## src/rtl/lsu_mem_if.sv

```systemverilog
// Load/store stage in front of a single-port word-addressed data memory.
// Word-aligns requests, performs sub-word stores as read-modify-write and extends load data.
module lsu_mem_if #(
    parameter int MEM_WORDS = 4096,
    parameter int XLEN      = 32
) (
    input  logic            clk,
    input  logic            srst,
    input  logic            req_valid,
    output logic            req_ready,
    input  logic            req_we,
    input  logic [2:0]      req_funct3,
    input  logic [XLEN-1:0] req_addr,
    input  logic [XLEN-1:0] req_wdata,
    output logic            resp_valid,
    input  logic            resp_ready,
    output logic [XLEN-1:0] resp_rdata,
    output logic            resp_err,
    output logic [XLEN-1:0] mem_addr,
    output logic [XLEN-1:0] mem_wdata,
    output logic            mem_we,
    input  logic [XLEN-1:0] mem_rdata,
    output logic            busy
);

    localparam logic [XLEN-1:0] MEM_WORDS_W = XLEN'(MEM_WORDS);

    typedef enum logic [1:0] {
        ST_IDLE = 2'd0,
        ST_RD   = 2'd1,
        ST_WR   = 2'd2,
        ST_RESP = 2'd3
    } state_t;

    state_t state_reg, state_next;

    logic            we_reg;
    logic [2:0]      funct3_reg;
    logic [XLEN-1:0] addr_reg;
    logic [XLEN-1:0] wdata_reg;
    logic [XLEN-1:0] word_reg;
    logic [XLEN-1:0] resp_rdata_reg;
    logic            resp_err_reg;

    logic            f3_legal;
    logic            misaligned;
    logic            out_of_range;
    logic            req_illegal;
    logic [4:0]      shamt;
    logic [XLEN-1:0] shifted;
    logic [XLEN-1:0] load_ext;
    logic [XLEN-1:0] merged;
    logic [XLEN-1:0] word_index;

    // Legality of the incoming request, evaluated at the accept edge
    always_comb begin
        f3_legal = 1'b0;
        if (req_we) begin
            f3_legal = (req_funct3 == 3'b000) || (req_funct3 == 3'b001) ||
                       (req_funct3 == 3'b010);
        end else begin
            case (req_funct3)
                3'b000, 3'b001, 3'b010, 3'b100, 3'b101: f3_legal = 1'b1;
                default:                                 f3_legal = 1'b0;
            endcase
        end

        misaligned = 1'b0;
        case (req_funct3[1:0])
            2'b01:   misaligned = req_addr[0];
            2'b10:   misaligned = (req_addr[1:0] != 2'b00);
            default: misaligned = 1'b0;
        endcase

        out_of_range = (req_addr >> 2) >= MEM_WORDS_W;
        req_illegal  = !f3_legal || misaligned || out_of_range;
    end

    // Load extraction works on the live memory word during RD
    always_comb begin
        shamt   = {addr_reg[1:0], 3'b000};
        shifted = mem_rdata >> shamt;
        case (funct3_reg)
            3'b000:  load_ext = {{(XLEN-8){shifted[7]}}, shifted[7:0]};
            3'b001:  load_ext = {{(XLEN-16){shifted[15]}}, shifted[15:0]};
            3'b100:  load_ext = {{(XLEN-8){1'b0}}, shifted[7:0]};
            3'b101:  load_ext = {{(XLEN-16){1'b0}}, shifted[15:0]};
            default: load_ext = shifted;
        endcase
    end

    // Store merge: each byte lane takes new data only if the access covers it
    generate
        for (genvar gi = 0; gi < XLEN / 8; gi++) begin : g_lane
            localparam logic [1:0] LANE = 2'(gi);
            logic lane_sel;
            assign lane_sel = (funct3_reg[1:0] == 2'b10) ||
                              ((funct3_reg[1:0] == 2'b00) && (addr_reg[1:0] == LANE)) ||
                              ((funct3_reg[1:0] == 2'b01) && (addr_reg[1] == LANE[1]));
            assign merged[8*gi +: 8] =
                !lane_sel                    ? word_reg[8*gi +: 8]       :
                (funct3_reg[1:0] == 2'b10)   ? wdata_reg[8*gi +: 8]      :
                (funct3_reg[1:0] == 2'b01)   ? wdata_reg[8*(gi%2) +: 8]  :
                                               wdata_reg[7:0];
        end
    endgenerate

    assign word_index = {2'b00, addr_reg[XLEN-1:2]};

    always_ff @(posedge clk) begin
        if (srst) begin
            state_reg <= ST_IDLE;
        end else begin
            state_reg <= state_next;
        end
    end

    always_comb begin
        state_next = state_reg;
        req_ready  = 1'b0;
        resp_valid = 1'b0;
        busy       = 1'b1;
        mem_we     = 1'b0;
        mem_addr   = '0;
        mem_wdata  = '0;
        case (state_reg)
            ST_IDLE: begin
                req_ready = 1'b1;
                busy      = 1'b0;
                if (req_valid) begin
                    if (req_illegal)
                        state_next = ST_RESP;
                    else if (req_we && (req_funct3[1:0] == 2'b10))
                        state_next = ST_WR;
                    else
                        state_next = ST_RD;
                end
            end
            ST_RD: begin
                mem_addr   = word_index;
                state_next = we_reg ? ST_WR : ST_RESP;
            end
            ST_WR: begin
                mem_addr   = word_index;
                // Gated by srst so a reset landing on the write edge cannot commit it
                mem_we     = !srst;
                mem_wdata  = merged;
                state_next = ST_RESP;
            end
            ST_RESP: begin
                resp_valid = 1'b1;
                if (resp_ready)
                    state_next = ST_IDLE;
            end
            default: state_next = ST_IDLE;
        endcase
    end

    always_ff @(posedge clk) begin
        if (srst) begin
            we_reg         <= 1'b0;
            funct3_reg     <= 3'b000;
            addr_reg       <= '0;
            wdata_reg      <= '0;
            word_reg       <= '0;
            resp_rdata_reg <= '0;
            resp_err_reg   <= 1'b0;
        end else begin
            case (state_reg)
                ST_IDLE: begin
                    if (req_valid) begin
                        we_reg         <= req_we;
                        funct3_reg     <= req_funct3;
                        addr_reg       <= req_addr;
                        wdata_reg      <= req_wdata;
                        resp_err_reg   <= req_illegal;
                        resp_rdata_reg <= '0;
                    end
                end
                ST_RD: begin
                    word_reg <= mem_rdata;
                    if (!we_reg)
                        resp_rdata_reg <= load_ext;
                end
                default: ;
            endcase
        end
    end

    assign resp_rdata = resp_rdata_reg;
    assign resp_err   = resp_err_reg;

endmodule

```

## config.mk

```make
export PLATFORM = sky130hd
export DESIGN_NAME = lsu_mem_if
export DESIGN_NICKNAME = d
export VERILOG_FILES = /design/src/rtl/lsu_mem_if.sv
export SDC_FILE = /design/constraint.sdc
export NUM_CORES = 1
export LEC_CHECK = 0
export CORE_MARGIN = 5
export CORE_UTILIZATION = 48
export DETAILED_ROUTE_END_ITERATION = 12
export PLACE_DENSITY = 0.85
export SETUP_SLACK_MARGIN = 0.02
export SLEW_MARGIN = 20
export SYNTH_ARGS = -nofsm -noshare
export SYNTH_HDL_FRONTEND = slang
export SYNTH_SLANG_ARGS = --single-unit
```

## constraint.sdc

```tcl
create_clock -name clk -period 2.1 [get_ports clk]
set_clock_uncertainty 0.15 [all_clocks]
set_input_delay 0.42 -clock clk [delete_from_list [all_inputs] [get_ports clk]]
set_output_delay 0.42 -clock clk [all_outputs]
set_load 0.05 [all_outputs]
```

==> flow_summary_export.csv, run 1 <==
group,metric,value,unit
outcome,outcome,"finished, violations left",
outcome,violations,"negative setup slack",
cts,htreeDepth,4,
die,start_util,48.9,%
sta,timing.final.crit_share,126,%
synth,synth_top_family_by_area,"simple AND/OR/NAND/NOR gates",
synth,ys_ff_latch,135,
grt,grt_overflow_total,0,
die,design.core.area,13800,sq um
synth,synth_top_flop_cell,"dfxtp_1",
synth,synth_compound_area_share,16.9,%
cts,cts.clk_slew.worst_paths,0.06,ns
synth,synthAdderAreaFrac,1.29,%
critical_path,worstPathArrival,2.08,ns
sta,finalHoldViolCount,0,
sta,fmax,377,MHz
synth,synthCells,776,
cts,cts.sinks,135,
cts,insertion_delay,0.43,ns
grt,grt_pass1_vias,7241,
power_and_ir_drop,ir_drop,0.622,mV
sta,timing.final.max_slew_violations,0,
cts,cts-root-buf,"clkbuf_16",
sta,tns,-17.20,ns
place,placed_cell_area,9930,sq um
routing,routed-via-count,7393,
grt,grt_usage,31.5,%
grt,grt_pass1_wl,40500,um
finish,area_growth,67.6,%
finish,fin_cells,1203,
critical_path,path_class,"reg -> out",
cts,cts_buffers,17,
critical_path,crit_fanout,8,
job,max_cap_violations,0,
place,dp_cells,1153,
synth,yosysTopAreaCell,"dfxtp_1",
finish,stdcell_area,11300,sq um
sta,min_period,2.65,ns
routing,wirelength,28900,um
synth,synthTopCellsByCount,"152 x nand2_1, 135 x dfxtp_1, 81 x mux2i_1, 68 x a21oi_1, 47 x nor2_1",
sta,slew_headroom,57.9,%
routing,via_per_inst,6.15,
synth,synth.distinct_cells,50,
synth,seq_area_frac_synth,40.0,%
place,gp_congestion,0.886,
critical_path,start_kind,"register",
sta,worst_hold_slack,0.225,ns
critical_path,setup.worst_path.end_class,"output pin",
synth,synthArstFlopShare,0,%
sta,setup_violations,57,
routing,antenna_left,0,
synth,syn-cell-area,6760,sq um
routing,wl_per_cell,24.0,um
sta,grt_setup_unrepaired,"yes",
synth,ys_top_cells_by_area,"dfxtp_1 40%, mux2i_1 12%, nand2_1 8.4%",
die,die_area,16600,sq um
grt,grt_max_degree,77,
sta,worst_pin_slew,0.629,ns
finish,nFillCells,680,
synth,synth_most_common_cell,"nand2_1",
die,rows,43,
finish,antenna_cells,0,
grt,antenna_found_initial,0,
finish,drive_gt1_share,35.0,%
synth,yosys-mux-area-fraction,17.5,%
place,dp_hpwl,16800,um
synth,synth_top_area_share,40.0,%
power_and_ir_drop,powerDensity,1280,nW/um^2
finish,final_util,82.0,%
min_path,worstHoldPathType,"in -> reg",
routing,drc,0,
critical_path,worstPathRequired,1.53,ns
sta,fin_ws,-0.551,ns
die,die_h,129,um
cts,cts_buffer_depth,2,
die,pin_count,205,
routing,dr.pass1.iters,7,
finish,nets,1121,
die,die_x,129,um
synth,synth.avg_cell_area,8.72,sq um
place,io_buffers,202,
synth,synth_edf_count,0,
power_and_ir_drop,power_leakage,4.21,nW
synth,synthXorXnorAreaFrac,0.407,%
synth,synth-simple-area-share,19.0,%
synth,yosys_warnings,0,
cts,cts_tree,"yes",
routing,drtIter0Drc,876,
[worst max-delay path: stages, from the launching register on]
cell and delay [ns]:
dfxtp_2 0.37, buf_12 0.15, nor2b_4 0.06, o21ai_4 0.36, buf_6 0.16, nand3_4 0.10, a21boi_4 0.26, buf_6 0.19
[cells in the final DEF, fill, tap and decap left out, types with 5 or more instances in the layout]
master	synthesis	routed
a21boi_4	0	8
a21oi_1	68	68
a22oi_1	24	24
and2_4	0	31
buf_12	0	68
buf_4	7	75
buf_6	2	19
buf_8	0	5
clkbuf_16	0	18
clkdlybuf4s50_1	0	102
dfxtp_1	135	130
dlygate4sd2_1	0	6
inv_1	8	6
mux2_2	15	15
mux2i_1	81	59
mux2i_2	0	10
mux2i_4	0	12
mux4_2	9	9
nand2_1	152	149
nand3_1	16	7
nand3_4	0	6
nor2_1	47	46
nor2b_4	0	10
o211a_2	0	13
o21ai_0	22	12
o21ai_1	6	6
o21ai_2	1	7
o2bb2ai_1	8	8
[path summary, 6_finish.rpt]
kind / start / to / slack [ns] / cells after the start
setup reg to reg: addr_reg[0] / resp_rdata[15] / 0.01 / 5
setup / recovery: funct3_reg[0] / mem_wdata[1] / -0.55 / 7
hold / removal: srst / resp_rdata[18] / 0.23 / 2
hold reg to reg: addr_reg[6] / addr_reg[6] / 0.30 / 2
[where the power goes]
group	internal, mW	switching, mW	total (mW)	leakage (nW)
Combinational	3.55	4.39	7.94	2.83
Sequential	3.10	0.513	3.61	1.10
Clock	1.87	1.14	3.01	0.280
Total	8.52	6.05	14.6	4.21
[logic make-up (layout without fill, tap and decap cells)]
group | count (synthesis) | after routing
simple gates | 282 | 282
compound gates | 174 | 174
flops | 135 | 135
mux | 105 | 105
buf+inv | 71 | 317
fa+ha+maj | 7 | 7
other cells | 1 | 2
xor+xnor | 1 | 1
[per-layer routing]
metal  track usage, %  vias to the layer above  wire length [um]
met4             17.2                        0              1860
met1             36.0                     3486              9900
met5                0                        -                 0
met2             52.2                      572             13900
met3             10.0                      161              3200
li1                 -                     3174                 -
[through the flow]
step                setup WS (ns)  power, mW
global route               -0.569       15.0
detailed placement         -0.277       9.93
global placement           -0.209       9.79
finish                     -0.551       14.6
floorplan                  0.0293       7.49
CTS                        -0.440       13.9
[cell type report]
class	count	area [sq um]	share of cell area, %
clock inverters	7	92.6	0.817
multi-input cells	571	4430	39.1
inverters	8	35.0	0.309
flip-flops and latches	135	2710	23.9
well taps	180	225	1.99
clock buffers	25	495	4.37
repair buffers	277	3340	29.5
[repair_timing]
item,in CTS,in global routing
pin swaps,34,27
hold buffers,0,0
endpoints found under the setup margin,70,77
gates cloned,2,1
resized for setup,116,49
buffers inserted,13,3
Note: power is estimated with default switching activity, not from simulation.
==> inputs of run 2 (changes only) <==
CAP_MARGIN = 25   (was not set)
==> results of run 2 <==
No change in the layout: final DEF, timing and power equal those of run 1.
==> patch: new RTL, config.mk and constraints of run 2 <==
The 4 states of `state_t` get a one-hot encoding in 4 bits.
--- a/src/rtl/lsu_mem_if.sv
+++ b/src/rtl/lsu_mem_if.sv
@@ -25,11 +25,11 @@
 
     localparam logic [XLEN-1:0] MEM_WORDS_W = XLEN'(MEM_WORDS);
 
-    typedef enum logic [1:0] {
-        ST_IDLE = 2'd0,
-        ST_RD   = 2'd1,
-        ST_WR   = 2'd2,
-        ST_RESP = 2'd3
+    typedef enum logic [3:0] {
+        ST_IDLE = 4'b0001,
+        ST_RD   = 4'b0010,
+        ST_WR   = 4'b0100,
+        ST_RESP = 4'b1000
     } state_t;
 
     state_t state_reg, state_next;
Function: no difference found for any inputs over 10 cycles, from zero or initial values and one cycle with srst high; not proved beyond that.
==> patch against run 2 <==
The flow still finishes with violations (setup timing); wire length up 9.2%; hold slack better by 0.082 ns; setup slack better by 0.0011 ns; first-iteration DRC count up 11%; final area up 3.4%; sequential cell count up 2; synthesized area down 3.3%.
Power is not compared: it rests on default switching activity, and its combinational part moved more than twofold at a synthesized area within 25%.
==> patch: results <==
{
  "status": "complete, but fails checks",
  "violations": "setup timing",
  "gp_congestion": 0.886,
  "synth_cell_types": 47,
  "postLayoutSetupSlackWorst_ns": -0.550,
  "hpwlAfterDp_um": 17200,
  "use_met2_pct": 57.9,
  "grt_util_met1_pct": 37.2,
  "pre_cts_ws_ns": -0.323,
  "grt_pass1_wl_um": 41600,
  "grt_max_degree": 71,
  "slowest_stage": "dfxtp_4",
  "hp-class": "flip-flop to flip-flop",
  "whs_ns": 0.307,
  "drt_pass1_iterations": 6,
  "grt_pass1_vias": 7638,
  "met3_usage_pct": 8.91,
  "detail_route.wl_per_cell_um": 24.4,
  "drive_above_1_share_pct": 35.5,
  "critPathMaxFanout": 7,
  "finalSetupViolCount": 74,
  "r2r_cells": 6,
  "hold_start": "resp_rdata[6]$_SDFFE_PP0P_",
  "layout.nets": 1209,
  "worst_pin_slew_ns": 0.713,
  "track_usage_pct": 32.8,
  "via_per_inst": 6.36,
  "synth_area_leaders": "dfxtp_1, nand2_1, a21oi_1",
  "r2r_start": "funct3_reg[1]$_SDFFE_PP0P_",
  "yosys-top-cells-count": "nand2_1, a21oi_1, dfxtp_1",
  "worstHoldEndpoint": "resp_rdata[6]$_SDFFE_PP0P_",
  "dr.first_iter.drc_count": 969,
  "ff2ff_setup_slack_ns": -0.03,
  "ys_seq_area_share_pct": 41.9,
  "min_path_cells": 2
}
==> patch: stage by stage <==
step	area [sq um]	setup TNS, ns	instances	util (%)
after floorplan	7450	-18.38	838	-
after global placement	10100	-3.67	1225	75.7
after detailed placement	10100	-5.14	1225	75.7
after CTS	11200	-20.00	1278	84.0
after global routing	11700	-26.45	1291	88.2
final	11700	-23.22	1291	88.2
==> patch: worst max path at each step <==
stage / cells past startpoint / from / slack (ns) / endpoint
2_1_floorplan: 5 / state_reg[0]$_SDFFE_PP1P_ / -0.23 / mem_wdata[14]
3_3_place_gp: 7 / req_funct3[0] / -0.23 / state_reg[2]$_SDFFE_PP0P_
3_5_place_dp: 7 / req_funct3[0] / -0.32 / state_reg[2]$_SDFFE_PP0P_
4_1_cts: 6 / funct3_reg[0]$_SDFFE_PP0P_ / -0.44 / mem_wdata[9]
5_1_grt: 8 / funct3_reg[1]$_SDFFE_PP0P_ / -0.58 / mem_wdata[26]
6_report: 7 / funct3_reg[0]$_SDFFE_PP0P_ / -0.55 / mem_wdata[30]
==> patch: worst max-delay path: cells and delay by family, from the launching register on <==
family	cells	cell delay, ns
buf+inv	3	0.46
compound gates	2	0.44
flops	1	0.38
simple gates	2	0.35
==> patch: layout make-up <==
type / instances / area (sq um)
fill: 580 / 1580
sequential: 137 / 2770
inverter: 5 / 22.5
tap: 176 / 220
clock inverter: 15 / 143
timing repair buffer: 315 / 3590
multi-input combinational: 626 / 4560
clock buffer: 17 / 425
==> patch: logic make-up after synthesis <==
kind of cell               after synthesis  share of synthesized area (%)
DFF                                    137                           41.9
adders and majority gates                3                          0.574
muxes                                   33                           5.34
buffers and inverters                   79                           5.22
xor gates and xnor gates                 1                          0.134
AOI/OAI and AO/OA                      244                           23.0
other                                    1                         0.0573
and+or+nand+nor                        339                           23.7
==> patch: what timing repair did <==
item                                    in CTS  in global routing
resized for setup                          107                 98
gates cloned                                 5                  1
hold endpoints to repair                     0                  0
endpoints found under the setup margin     103                 92
pin swaps                                   29                 35
setup buffers                               17                 22
hold buffers                                 0                  0
==> patch: power by group <==
part / total [uW] / switching, uW / internal, uW
Sequential: 2770 / 85.0 / 2690
Clock: 2950 / 1300 / 1650
Combinational: 1430 / 787 / 642
Total: 7150 / 2170 / 4980
==> patch: metal layers <==
layer / share of wire (%) / vias to the layer above
li1: - / 3421
met1: 34 / 3884
met2: 48 / 680
met3: 11 / 220
met4: 7.2 / 0
met5: 0 / -
